## src/rtl/uart_rx_fifo_if.sv

```systemverilog
`default_nettype none
// ============================================================================
// Module   : uart_rx_fifo_if
// Brief    : Stream, status and control bundle of the UART receive FIFO.
// Revision : 1.0 - initial release
// ============================================================================
interface uart_rx_fifo_if #(
  parameter int DATA_WIDTH = 8,
  parameter int ADDR_WIDTH = 4
);
  logic [DATA_WIDTH-1:0] s_axis_data;
  logic                  s_axis_valid;
  logic                  s_axis_ready;
  logic [DATA_WIDTH-1:0] m_axis_data;
  logic                  m_axis_valid;
  logic                  m_axis_ready;
  logic [ADDR_WIDTH:0]   level;
  logic                  almost_full;
  logic                  overflow;
  logic [7:0]            drop_cnt;
  logic                  clr_overflow;

  // Environment side: UART receiver, host consumer and status reader.
  modport master (
    output s_axis_data, s_axis_valid, m_axis_ready, clr_overflow,
    input  s_axis_ready, m_axis_data, m_axis_valid, level, almost_full,
           overflow, drop_cnt
  );

  // FIFO side.
  modport slave (
    input  s_axis_data, s_axis_valid, m_axis_ready, clr_overflow,
    output s_axis_ready, m_axis_data, m_axis_valid, level, almost_full,
           overflow, drop_cnt
  );
endinterface
`default_nettype wire

```

## src/rtl/uart_rx_fifo.sv

```systemverilog
`default_nettype none
// ============================================================================
// Module   : uart_rx_fifo
// Brief    : Show-ahead circular byte FIFO behind a UART receiver, with level,
//            almost-full and sticky overrun tracking.
// Revision : 1.0 - initial release
// ============================================================================
module uart_rx_fifo #(
  parameter int DATA_WIDTH  = 8,
  parameter int ADDR_WIDTH  = 4,
  parameter int AFULL_LEVEL = 12
) (
  input  logic          i_clk,
  input  logic          i_rst,
  uart_rx_fifo_if.slave bus
);

  localparam int                  c_DEPTH   = 2 ** ADDR_WIDTH;
  localparam logic [ADDR_WIDTH:0] c_PTR_ONE = (ADDR_WIDTH + 1)'(1);
  localparam logic [ADDR_WIDTH:0] c_AFULL   = (ADDR_WIDTH + 1)'(AFULL_LEVEL);

  logic [DATA_WIDTH-1:0] mem_q [0:c_DEPTH-1];

  logic [ADDR_WIDTH:0] wr_ptr_q, wr_ptr_d;
  logic [ADDR_WIDTH:0] rd_ptr_q, rd_ptr_d;
  logic [ADDR_WIDTH:0] level_q,  level_d;
  logic                overflow_q, overflow_d;
  logic [7:0]          drop_cnt_q, drop_cnt_d;

  logic w_empty;
  logic w_full;
  logic w_pop;
  logic w_push;
  logic w_drop;

  // Extra pointer MSB tells full (MSBs differ) from empty (MSBs equal).
  assign w_empty = (wr_ptr_q == rd_ptr_q);
  assign w_full  = (wr_ptr_q[ADDR_WIDTH-1:0] == rd_ptr_q[ADDR_WIDTH-1:0]) &&
                   (wr_ptr_q[ADDR_WIDTH] != rd_ptr_q[ADDR_WIDTH]);

  assign w_pop  = !w_empty && bus.m_axis_ready;
  assign w_push = bus.s_axis_valid && (!w_full || w_pop);
  assign w_drop = bus.s_axis_valid && w_full && !w_pop;

  always_comb begin
    wr_ptr_d   = wr_ptr_q;
    rd_ptr_d   = rd_ptr_q;
    level_d    = level_q;
    overflow_d = overflow_q;
    drop_cnt_d = drop_cnt_q;

    if (w_push) begin
      wr_ptr_d = wr_ptr_q + c_PTR_ONE;
    end
    if (w_pop) begin
      rd_ptr_d = rd_ptr_q + c_PTR_ONE;
    end

    case ({w_push, w_pop})
      2'b10:   level_d = level_q + c_PTR_ONE;
      2'b01:   level_d = level_q - c_PTR_ONE;
      default: level_d = level_q;
    endcase

    // A drop coinciding with a clear restarts the count at one.
    if (w_drop) begin
      overflow_d = 1'b1;
      if (bus.clr_overflow) begin
        drop_cnt_d = 8'd1;
      end else if (drop_cnt_q != 8'hFF) begin
        drop_cnt_d = drop_cnt_q + 8'd1;
      end
    end else if (bus.clr_overflow) begin
      overflow_d = 1'b0;
      drop_cnt_d = 8'd0;
    end
  end

  always_ff @(posedge i_clk or negedge i_rst) begin
    if (!i_rst) begin
      wr_ptr_q   <= '0;
      rd_ptr_q   <= '0;
      level_q    <= '0;
      overflow_q <= 1'b0;
      drop_cnt_q <= 8'd0;
    end else begin
      wr_ptr_q   <= wr_ptr_d;
      rd_ptr_q   <= rd_ptr_d;
      level_q    <= level_d;
      overflow_q <= overflow_d;
      drop_cnt_q <= drop_cnt_d;
    end
  end

  always_ff @(posedge i_clk) begin
    if (w_push) begin
      mem_q[wr_ptr_q[ADDR_WIDTH-1:0]] <= bus.s_axis_data;
    end
  end

  assign bus.m_axis_data  = mem_q[rd_ptr_q[ADDR_WIDTH-1:0]];
  assign bus.m_axis_valid = !w_empty;
  assign bus.s_axis_ready = !w_full;
  assign bus.level        = level_q;
  assign bus.almost_full  = (level_q >= c_AFULL);
  assign bus.overflow     = overflow_q;
  assign bus.drop_cnt     = drop_cnt_q;

endmodule
`default_nettype wire

```

## src/flat_wrapper.sv

```systemverilog
// flat-port wrapper written by rule: the top's interface ports become plain ports
module uart_rx_fifo_flat 
#(
  parameter int DATA_WIDTH  = 8,
  parameter int ADDR_WIDTH  = 4,
  parameter int AFULL_LEVEL = 12
)
  (i_clk, i_rst, bus_s_axis_data, bus_s_axis_valid, bus_m_axis_ready, bus_clr_overflow, bus_s_axis_ready, bus_m_axis_data, bus_m_axis_valid, bus_level, bus_almost_full, bus_overflow, bus_drop_cnt);
  uart_rx_fifo_if #(.DATA_WIDTH(DATA_WIDTH), .ADDR_WIDTH(ADDR_WIDTH)) bus_i ();
  input  logic i_clk;
  input  logic i_rst;
  input wire logic [$bits(bus_i.s_axis_data)-1:0] bus_s_axis_data;
  input wire logic [$bits(bus_i.s_axis_valid)-1:0] bus_s_axis_valid;
  input wire logic [$bits(bus_i.m_axis_ready)-1:0] bus_m_axis_ready;
  input wire logic [$bits(bus_i.clr_overflow)-1:0] bus_clr_overflow;
  output wire logic [$bits(bus_i.s_axis_ready)-1:0] bus_s_axis_ready;
  output wire logic [$bits(bus_i.m_axis_data)-1:0] bus_m_axis_data;
  output wire logic [$bits(bus_i.m_axis_valid)-1:0] bus_m_axis_valid;
  output wire logic [$bits(bus_i.level)-1:0] bus_level;
  output wire logic [$bits(bus_i.almost_full)-1:0] bus_almost_full;
  output wire logic [$bits(bus_i.overflow)-1:0] bus_overflow;
  output wire logic [$bits(bus_i.drop_cnt)-1:0] bus_drop_cnt;
  assign bus_i.s_axis_data = bus_s_axis_data;
  assign bus_i.s_axis_valid = bus_s_axis_valid;
  assign bus_i.m_axis_ready = bus_m_axis_ready;
  assign bus_i.clr_overflow = bus_clr_overflow;
  assign bus_s_axis_ready = bus_i.s_axis_ready;
  assign bus_m_axis_data = bus_i.m_axis_data;
  assign bus_m_axis_valid = bus_i.m_axis_valid;
  assign bus_level = bus_i.level;
  assign bus_almost_full = bus_i.almost_full;
  assign bus_overflow = bus_i.overflow;
  assign bus_drop_cnt = bus_i.drop_cnt;
  uart_rx_fifo #(.DATA_WIDTH(DATA_WIDTH), .ADDR_WIDTH(ADDR_WIDTH), .AFULL_LEVEL(AFULL_LEVEL)) u_core (.i_clk(i_clk), .i_rst(i_rst), .bus(bus_i));
endmodule
```

## config.mk

```make
export PLATFORM = sky130hd
export DESIGN_NAME = uart_rx_fifo_flat
export DESIGN_NICKNAME = d
export VERILOG_FILES = /design/src/rtl/uart_rx_fifo_if.sv /design/src/rtl/uart_rx_fifo.sv /design/src/flat_wrapper.sv
export SDC_FILE = /design/constraint.sdc
export NUM_CORES = 1
export LEC_CHECK = 0
export BUFFER_PORTS_ARGS = -buffer_cell sky130_fd_sc_hd__buf_2
export CORE_UTILIZATION = 45
export DETAILED_ROUTE_END_ITERATION = 8
export PLACE_DENSITY = 0.64
export REMOVE_ABC_BUFFERS = 1
export SETUP_SLACK_MARGIN = 0.02
export SLEW_MARGIN = 30
export SYNTH_ARGS = -nofsm -noshare
export SYNTH_HDL_FRONTEND = slang
export SYNTH_SLANG_ARGS = --single-unit
```

## constraint.sdc

```tcl
create_clock -name i_clk -period 2.6 [get_ports i_clk]
set_clock_uncertainty 0.1 [all_clocks]
set_input_delay 0.39 -clock i_clk [delete_from_list [all_inputs] [get_ports i_clk]]
set_output_delay 0.39 -clock i_clk [all_outputs]
set_load 0.02 [all_outputs]
```

==> summary.md <==
| Metric | Value |
|---|---|
| Status | `finished, violations left` |
| Failing checks | `negative setup slack` |
| Residual DRC | `0` |
| Global Route Usage Sum | `19.1%` |
| Ports | `38` |
| Post-synth EDFFs | `128` |
| CTS H-tree lvls | `4` |
| Minimum clock period | `2.82 ns` |
| Commonest non-fill, non-tap cell in the layout | `edfxtp_1` |
| Syn_area_per_cell | `18.5 sq um` |
| Yosys reg bits | `152` |
| P per Cell Area | `1180 nW/um^2` |
| Worst reg2reg startpoint | `u_core.rd_ptr_q[0]$_DFFE_PN0N_` |
| Mapped Area | `6300 sq um` |
| DPL Wire Length | `7.89 mm` |
| RSZ-0062 raised after global routing | `true` |
| Share of cells above drive strength 1 | `36.4%` |
| CP Launch Type | `flop` |
| Max-slew violations | `0` |
| Final Hold Fails | `0` |
| Worst Setup Path Type | `reg2out` |
| Worst-Margin Slew | `0.548 ns` |
| Seq/Total Area, Yosys | `70.6%` |
| Die Area | `14,500 sq um` |
| ANT nets after route | `0` |
| Total Wirelength | `12.7 mm` |
| DR iter-0 viols | `271` |
| GP Congestion | `0.818` |
| Number of vias per cell | `5.58` |
| Synth Flop Type | `edfxtp_1` |
| Xor-xnor portion of the synthesized cell area | `2.78%` |
| Root Buffer | `clkbuf_16` |
| CP endpoint kind | `primary output` |
| Hold Crit Class | `in2reg` |
| Num rows | `42` |
| Max_cap viols | `0` |
| Relative slew margins | `63.4%` |
| CTS clk-pin slew, worst paths | `0.06 ns` |
| Core area | `13,500 sq um` |
| CP required | `2.11 ns` |
| Routed len/inst | `20.8 microns` |
| Vias | `3,401` |
| Global-route wire length before repair | `19.6 mm` |
| Leakage power total | `2.72 nW` |
| WP data arrival | `2.33 ns` |
| Setup ws final | `-0.225 ns` |
| Synth warnings | `0` |
| Largest family of logic cells by synthesized area | `multiplexers` |
| CTS Buffer Depth | `2` |
| ANT cells | `0` |
| Complex-gate fraction of the synthesized area | `2.94%` |
| Metal-1 WL | `5.92 mm` |
| Top Metal Used | `met4` |
| TritonRoute pass-1 iters | `4` |
| Clock latency at the later pin of the worst-skew pair | `0.42 ns` |
| Library cells used by synthesis | `41` |
| Setup Viol. Count Final | `8` |
| CTS tree | `built` |
| Simple-Gate Fraction of Synth Area | `5.17%` |
| Clk sinks | `152` |
| Most frequent cells in the layout | `edfxtp_1 (128), mux4_2 (40), buf_4 (30)` |
| Total power | `9.10 mW` |
| Vias in the first global route | `3,276` |
| Crit-path max FO | `5` |
| VDD IR max | `557 uV` |
| Async S/R FF share, synth | `15.8%` |
| Initial antenna violation count | `0` |
| Metal3 WL | `572 microns` |
| Initial Util | `46.8%` |
| Final net count | `443` |
| Tcrit/Tclk final | `109%` |
| Buffers on Ports | `37` |
| Max Fclk | `0.354 GHz` |
| Metal2 WL | `6.01 mm` |
| CP startpoint | `u_core.rd_ptr_q[0]$_DFFE_PN0N_` |
| Hold Path Origin | `bus_clr_overflow` |
| Largest net degree at the start of global routing | `25` |
| Global route overflow | `0` |
| Setup Total Neg Slack | `-1.40 ns` |
| Post-Synth Adder-Cell Area | `1.59%` |
| Post-synthesis mux area share | `15.3%` |
| Area delta synth->final | `22.6%` |
| Die width | `120 microns` |
| TritonCTS buffer count | `17` |
| Die height | `120 microns` |
| Syn Inst Count | `341` |
## power by group
part           internal, mW  switching (mW)  total, mW
registers              2.98           0.202       3.18
logic                  1.74            1.70       3.44
clock network          1.51           0.968       2.48
total                  6.23            2.87       9.10
## layer usage
layer | track usage (%) | vias up
li1 | - | 1521
met1 | 28.2 | 1785
met2 | 28.0 | 82
met3 | 3.82 | 13
met4 | 7.64 | 0
met5 | 0 | -
## cells by family (layout without fill, tap and decap cells)
logic type,Yosys count,in the layout
fa+ha+maj,8,8
flops,152,152
mux,46,46
compound gates,28,28
xor+xnor,20,20
simple gates,63,63
buf+inv,24,117
## registers in the layout (all words and copies together) (netlist names)
name and count:
u_core.wr_ptr_q 5, u_core.rd_ptr_q 5, u_core.bus.level 5, u_core.bus.drop_cnt 8, u_core.mem_q 128, u_core.bus.overflow 1
## critical path: stages (launching register included)
cell and delay [ns]:
dfrtp_2 0.41, buf_6 0.15, buf_12 0.14, mux4_2 0.53
mux4_2 0.53, buf_6 0.16
## Yosys cell counts (all sizes together) (2+ instances only)
library cell / count / share of area [%]
and3: 2 / 0.20
nor3: 5 / 0.40
mux4: 40 / 14
ha: 8 / 1.6
nor2: 16 / 0.95
inv: 9 / 0.54
a21oi: 9 / 0.78
buf: 8 / 0.64
mux2: 3 / 0.54
nand2: 17 / 1.0
or3: 3 / 0.30
clkbuf: 7 / 0.44
edfxtp: 128 / 61
o21ai: 7 / 0.56
nand3: 4 / 0.32
xor2: 7 / 0.97
or4: 2 / 0.24
nor2b: 2 / 0.20
nand4: 6 / 0.60
dfrtp: 24 / 9.5
nand2b: 2 / 0.20
mux2i: 3 / 0.48
o31ai: 3 / 0.36
a21boi: 3 / 0.42
xnor2: 13 / 1.8
## cell type report
type | count | area, sq um
clock buffer | 17 | 425
multi-input combinational | 165 | 1770
timing repair buffer | 77 | 647
sequential | 152 | 4450
inverter | 9 | 33.8
fill | 1044 | 5740
tap | 176 | 220
clock inverter | 14 | 174
## worst paths after layout
| kind | endpoint | slack (ns) | cells past startpoint |
|---|---|---|---|
| hold reg to reg | u_core.bus.level[4]$_DFFE_PN0P_ | 0.43 | 1 |
| hold / removal | u_core.bus.drop_cnt[1]$_DFFE_PN0P_ | 0.16 | 2 |
| setup / recovery | bus_m_axis_data[2] | -0.22 | 5 |
| max in group asynchronous | u_core.rd_ptr_q[0]$_DFFE_PN0N_ | 1.60 | 2 |
| min in group asynchronous | u_core.bus.drop_cnt[5]$_DFFE_PN0P_ | 0.40 | 2 |
| setup reg to reg | u_core.bus.level[4]$_DFFE_PN0P_ | 0.12 | 12 |
## metrics by stage
stage / util [%] / instance area [sq um] / setup WS, ns / hold slack (ns) / instances
global route: 57.4 / 7720 / -0.264 / 0.158 / 610
global placement: 51.0 / 6860 / 0.162 / 0.311 / 567
floorplan: - / 6230 / -1.38 / -0.00559 / 326
detailed placement: 51.0 / 6860 / 0.122 / 0.307 / 567
CTS: 57.1 / 7680 / -0.228 / 0.140 / 607
finish: 57.4 / 7720 / -0.225 / 0.163 / 610
## what timing repair did
item | 4_1_cts | 5_1_grt
gates resized for setup | 26 | 5
gates cloned | 3 | 0
endpoints found under the setup margin | 8 | 12
pin swaps | 2 | 0
hold buffers | 1 | 0
endpoints found under the hold margin | 24 | 0
buffers inserted | 5 | 3
Power figures use the tool's default switching activity.
